<file path="src/rtl/axis_reg.sv">
// axis_reg: full-throughput AXI4-Stream register slice (output register plus skid register)
module axis_reg #(
  parameter int DATA_WIDTH  = 8,
  parameter int KEEP_ENABLE = (DATA_WIDTH > 8),
  parameter int KEEP_WIDTH  = ((DATA_WIDTH + 7) / 8),
  parameter int LAST_ENABLE = 1,
  parameter int ID_ENABLE   = 0,
  parameter int ID_WIDTH    = 8,
  parameter int DEST_ENABLE = 0,
  parameter int DEST_WIDTH  = 8,
  parameter int USER_ENABLE = 1,
  parameter int USER_WIDTH  = 1
) (
  input  logic                  clk,
  input  logic                  rst_n,
  input  logic [DATA_WIDTH-1:0] s_axis_tdata_i,
  input  logic [KEEP_WIDTH-1:0] s_axis_tkeep_i,
  input  logic                  s_axis_tvalid_i,
  input  logic                  s_axis_tlast_i,
  input  logic [ID_WIDTH-1:0]   s_axis_tid_i,
  input  logic [DEST_WIDTH-1:0] s_axis_tdest_i,
  input  logic [USER_WIDTH-1:0] s_axis_tuser_i,
  output logic                  s_axis_tready_o,
  output logic [DATA_WIDTH-1:0] m_axis_tdata_o,
  output logic [KEEP_WIDTH-1:0] m_axis_tkeep_o,
  output logic                  m_axis_tvalid_o,
  output logic                  m_axis_tlast_o,
  output logic [ID_WIDTH-1:0]   m_axis_tid_o,
  output logic [DEST_WIDTH-1:0] m_axis_tdest_o,
  output logic [USER_WIDTH-1:0] m_axis_tuser_o,
  input  logic                  m_axis_tready_i
);
  localparam int BW = DATA_WIDTH + KEEP_WIDTH + 1 + ID_WIDTH + DEST_WIDTH + USER_WIDTH;
  logic [BW-1:0] in_beat, or_q, or_d, sr_q, sr_d;
  logic m_valid_q, m_valid_d, sr_valid_q, sr_valid_d, s_ready_q, s_ready_d;
  logic s_acc, or_free;
  logic [DATA_WIDTH-1:0] o_data;
  logic [KEEP_WIDTH-1:0] o_keep;
  logic                  o_last;
  logic [ID_WIDTH-1:0]   o_id;
  logic [DEST_WIDTH-1:0] o_dest;
  logic [USER_WIDTH-1:0] o_user;
  // Disabled fields are captured as constant zero so their register bits fold away.
  always_comb begin
    in_beat = {s_axis_tdata_i,
               KEEP_ENABLE != 0 ? s_axis_tkeep_i : {KEEP_WIDTH{1'b0}},
               LAST_ENABLE != 0 ? s_axis_tlast_i : 1'b0,
               ID_ENABLE != 0 ? s_axis_tid_i : {ID_WIDTH{1'b0}},
               DEST_ENABLE != 0 ? s_axis_tdest_i : {DEST_WIDTH{1'b0}},
               USER_ENABLE != 0 ? s_axis_tuser_i : {USER_WIDTH{1'b0}}};
    s_acc      = s_axis_tvalid_i & s_ready_q;
    or_free    = ~m_valid_q | m_axis_tready_i;
    or_d       = or_free ? (sr_valid_q ? sr_q : (s_acc ? in_beat : or_q)) : or_q;
    sr_d       = (~or_free & s_acc) ? in_beat : sr_q;
    m_valid_d  = or_free ? (sr_valid_q | s_acc) : 1'b1;
    sr_valid_d = or_free ? 1'b0 : (sr_valid_q | s_acc);
    s_ready_d  = ~sr_valid_d;
  end
  always_ff @(posedge clk or negedge rst_n) begin
    if (!rst_n) begin
      or_q       <= '0;
      sr_q       <= '0;
      m_valid_q  <= 1'b0;
      sr_valid_q <= 1'b0;
      s_ready_q  <= 1'b0;
    end else begin
      or_q       <= or_d;
      sr_q       <= sr_d;
      m_valid_q  <= m_valid_d;
      sr_valid_q <= sr_valid_d;
      s_ready_q  <= s_ready_d;
    end
  end
  assign {o_data, o_keep, o_last, o_id, o_dest, o_user} = or_q;
  assign s_axis_tready_o = s_ready_q;
  assign m_axis_tvalid_o = m_valid_q;
  assign m_axis_tdata_o  = o_data;
  assign m_axis_tkeep_o  = KEEP_ENABLE != 0 ? o_keep : {KEEP_WIDTH{1'b1}};
  assign m_axis_tlast_o  = LAST_ENABLE != 0 ? o_last : 1'b1;
  assign m_axis_tid_o    = ID_ENABLE != 0 ? o_id : {ID_WIDTH{1'b0}};
  assign m_axis_tdest_o  = DEST_ENABLE != 0 ? o_dest : {DEST_WIDTH{1'b0}};
  assign m_axis_tuser_o  = USER_ENABLE != 0 ? o_user : {USER_WIDTH{1'b0}};
endmodule

</file>
<file path="config.mk">
export PLATFORM = sky130hd
export DESIGN_NAME = axis_reg
export DESIGN_NICKNAME = d
export VERILOG_FILES = /design/src/rtl/axis_reg.sv
export SDC_FILE = /design/constraint.sdc
export NUM_CORES = 1
export LEC_CHECK = 0
export ABC_AREA = 1
export CELL_PAD_IN_SITES_DETAIL_PLACEMENT = 1
export CELL_PAD_IN_SITES_GLOBAL_PLACEMENT = 1
export CORE_MARGIN = 3
export CORE_UTILIZATION = 24
export CTS_BUF_LIST = sky130_fd_sc_hd__clkbuf_8 sky130_fd_sc_hd__clkbuf_16
export DETAILED_ROUTE_END_ITERATION = 12
export GPL_TIMING_DRIVEN = 0
export PLACE_DENSITY = 0.73
export SETUP_SLACK_MARGIN = 0.05
export SLEW_MARGIN = 20
export SYNTH_ARGS = -nofsm -noshare
export SYNTH_HDL_FRONTEND = slang
export SYNTH_SLANG_ARGS = --single-unit
</file>
<file path="constraint.sdc">
create_clock -name clk -period 1.03 [get_ports clk]
set_clock_uncertainty 0.05 [all_clocks]
set_input_delay 0.1545 -clock clk [delete_from_list [all_inputs] [get_ports clk]]
set_output_delay 0.1545 -clock clk [all_outputs]
set_load 0.05 [all_outputs]
</file>
* After elaboration in Yosys (flattened, before gate mapping)
Index checks and enable logic that the tools add are counted.
Word-level totals: register bits 40, bits of input ports 31, output and inout port bits 29, word-level logic and storage cells 18
Operators by class: multiplexer cells 4, bitwise operators 7, reductions and logical operators 2
Operators with widths (count):
- $mux 27 | 2
- $not 1->1 | 3
- $and 1x1->1 | 2
- $mux 1 | 2
- $or 1x1->1 | 2
- $reduce_and 2->1 | 1
- $reduce_bool 2->1 | 1

* Logic depth before layout (Yosys ltp)
depth in word-level cells 4, mapped depth 6, mapped depth without buffers 5

* Least setup slack after synthesis
OpenSTA, ideal clock, no wires.
kind reg2reg, start reg s_ready_q (netlist: s_axis_tready_o), end reg or_q[23], library setup time 0.118 ns, data arrival time 1.167 ns, required time 0.862 ns, setup slack -0.306 ns, stages on the path, launching flop included 6, buffers on the path 0, period minus slack after synthesis 1.336 ns, cell sequence dfrtp_1 -> nand2_2 -> nand2_2 -> nand2_2 -> nand2_1 -> nand2_1
Between the ends: cells in the longest elaborated chain, start to end 3
RTL lines:
- from (decl) | line 35 | logic m_valid_q, m_valid_d, sr_valid_q, sr_valid_d, s_ready_q, s_ready_d;
- from (signal assigned) | line 71 | s_ready_q <= s_ready_d;
- $and 1x1->1 | line 51 | s_acc = s_axis_tvalid_i & s_ready_q;
- $reduce_bool 2->1 (no source line)
- $reduce_and 2->1 (no source line)
- to (signal assigned) | line 67 | or_q <= or_d;
- to (decl) | line 34 | logic [BW-1:0] in_beat, or_q, or_d, sr_q, sr_d;
No other way between the ends. A chain may end at the register's enable or synchronous reset.

* Worst setup path after layout
start reg s_ready_q (netlist: s_axis_tready_o), end out s_axis_tready_o
RTL lines:
- to (decl) | line 23 | output logic s_axis_tready_o,
No word-level cell between the ends.

==> metrics.md <==
| Metric | Value |
|---|---|
| Critical Path AT | 0.88 ns |
| Post-DRT Antenna Nets | 0 |
| Final Worst Setup Slack | -0.05733 ns |
| Crit path time final | around 1.1 ns |
| H-tree levels | 1 |
| First-pass GRT wire length | between 5 and 6 mm |
| Gp weighted congestion | 0.7389 |
| Power Density | between 1500 and 2000 mW/mm^2 |
| Largest net degree at the start of global routing | 24 |
| Setup TNS | -0.3692 ns |
| Layout cells sized above 1 | 0.3934 |
| Status | finished, violations left |
| Grt ovf | 0 |
| Commonest non-fill, non-tap cell in the layout | nand2_1 |
| Clock Latency Late Sink | between 0.2 and 0.3 ns |
| Ports | 60 |
| Area of the multi-input gates | 608.1 um^2 |
| Reg-to-reg setup timing slack | -0.04 ns |
| WL/cell | 12.34 um |
| Via Count | approximately 1100 |
| Failing checks | setup timing |
| Core ar. | between 0.004 and 0.005 mm^2 |
| CTS tree | yes |
| Vias in the first global route | 1114 |
| CP Capture Type | output pin |
| Commonest cells after routing, fill and taps aside | 75 x nand2_1, 33 x buf_4, 21 x dfrtp_1 |
| Filler cell count | approximately 550 |
| Tot Pwr | 3.466 mW |
| FF+latch area | ~580 um^2 |
| Synth-to-Final Area Change | 62.04% |
| Mean Syn Cell Area | 7.916 um^2 |
| Row count | 24 |
| TritonCTS Buffers | 3 |
| Remaining DRCs | 0 |
| Unrepaired setup endpoints after global routing | true |
| DR vias/cell | ~4.2 |
| Path type of the worst min-delay path | primary input to async pin |
| Syn Inst Count | 147 |
| Die height | roughly 76 um |
| Final setup vio count | 16 |
| CTS Sinks | 23 |
| FF-to-FF Start | s_axis_tready_o |
| Ratio of final minimum period to clock period | 1.056 |
| Clk slew on worst S/H paths | about 0.080 ns |
| Worst IR drop on VDD | approximately 0.54 mV |
| Mapped Area | 0.001164 mm^2 |
| # port buffers | 25 |
| Number of max-cap violations | 0 |
| Root Buffer Master | clkbuf_8 |
| Die W | about 76 um |
| Die area | 0.005720 mm^2 |
| Antenna cells | 0 |
| Initial Util | 0.2583 |
| Leakage power | approximately 1 nW |
| Critical path origin | s_axis_tready_o |
| Max frequency | between 0.9 and 1 GHz |
| Routed WL | around 3.2 mm |
| Nets | 243 |
| Worst Tran Pin Value | between 0.5 and 0.6 ns |
| CP Class | flip-flop to output pin |
| #FFs+latches synth | 23 |
| Worst reg2reg path depth | 5 |
| Critical-path cell list | buf_6 |
| R2r endpoint | or_q[21] |
| Fin. Hold Viols | 0 |
| Syn. warnings | 0 |
| Yosys cell types | 13 |
| Max clock buf depth | 2 |
| First-iteration detailed-routing DRC count | 36 |
| Critical Path RT | just over 0.8 ns |
| Slowest library cell on the worst path | dfrtp_2 |
| Total iterations of the first detailed-routing run | 4 |
| Buf/Inv on CP | 1 |
| All-Layer GR Usage | 0.1231 |
| Fin. max-slew vios | 0 |
| Worst path top cell family by delay | flip-flops |
| Worst slew margin | 0.6555 |
| Startpoint Class | flip-flop |
| Largest fanout on the critical path | 3 |
| Initial antenna violation count | 0 |
| Biggest cell delay along the critical path | 0.45 ns |
| DP Wirelength | roughly 2.1 mm |
| Post-synthesis sequential area ratio | 0.4946 |
layer usage:
layer | routed length (um) | vias up | global-route usage
li1 | - | 548 | -
met1 | 1318 | 507 | 0.1363
met2 | 1700 | 31 | 0.2301
met3 | 144 | 7 | 0.02375
met4 | 81 | 0 | 0.04660
met5 | 0 | - | 0
cell usage after synthesis (all sizes together):
library cell   n  share of area
nand2         84           0.28
a21oi          1         0.0075
nand4          1          0.011
dfrtp         23           0.49
nor2           1         0.0097
nand3         11          0.047
inv            3         0.0097
buf           21           0.13
conb           2         0.0065
power breakdown:
part           switching [mW]  leakage, nW  total (mW)  internal (mW)
logic                   0.997        0.700        1.64          0.639
clock network           0.294       0.0255       0.565          0.270
registers               0.143        0.281        1.27           1.12
total                    1.43         1.01        3.47           2.03
layout make-up:
type,count,share of cell area
clock inverter,1,0.002654
multi-input combinational,117,0.3225
clock buffer,3,0.02190
buffer,21,0.09157
timing repair buffer,43,0.2143
tap,52,0.03451
inverter,3,0.005972
sequential,23,0.3066
registers in the layout (all words and copies together), names as in the netlist:
register / cells
sr_q: 10
m_axis_tvalid_o: 1
sr_valid_q: 1
s_axis_tready_o: 1
or_q: 10
worst max path at each step:
stage	endpoint	slack (ns)	depth (start not counted)
finish	s_axis_tready_o	-0.06	1
global route	s_axis_tready_o	-0.08	1
CTS	s_axis_tready_o	-0.06	1
detailed placement	m_axis_tvalid_o	-0.55	1
global placement	m_axis_tvalid_o	-0.55	1
floorplan	or_q[23]	-0.09	5
timing repair:
| action | in CTS | in global routing |
|---|---|---|
| pin swaps | 18 | 9 |
| hold buffers | 0 | 1 |
| gates resized for setup | 112 | 4 |
| gates cloned | 4 | 0 |
| endpoints found under the hold margin | 0 | 23 |
| setup endpoints to repair | 58 | 34 |
| buffers inserted | 7 | 8 |
stage by stage:
stage          cells  utilization  instance area (um^2)  hold slack, ns  setup WS (ns)
2_1_floorplan    162            -                  1242         -0.1911       -0.09333
4_1_cts          254       0.4019                  1810          0.1191       -0.06341
6_report         263       0.4186                  1886          0.3357       -0.05733
3_3_place_gp     239       0.3458                  1558          0.4033        -0.5518
3_5_place_dp     239       0.3458                  1558          0.4092        -0.5526
5_1_grt          263       0.4186                  1886          0.3793       -0.07578
cell families after synthesis:
group / count (synthesis) / synth area share
buffers and inverters: 24 / 0.1441
other: 2 / 0.006454
flip-flops: 23 / 0.4946
AO/OA/AOI/OAI: 1 / 0.007528
AND/OR/NAND/NOR: 97 / 0.3473
No activity file was read; power rests on OpenSTA's default activity.
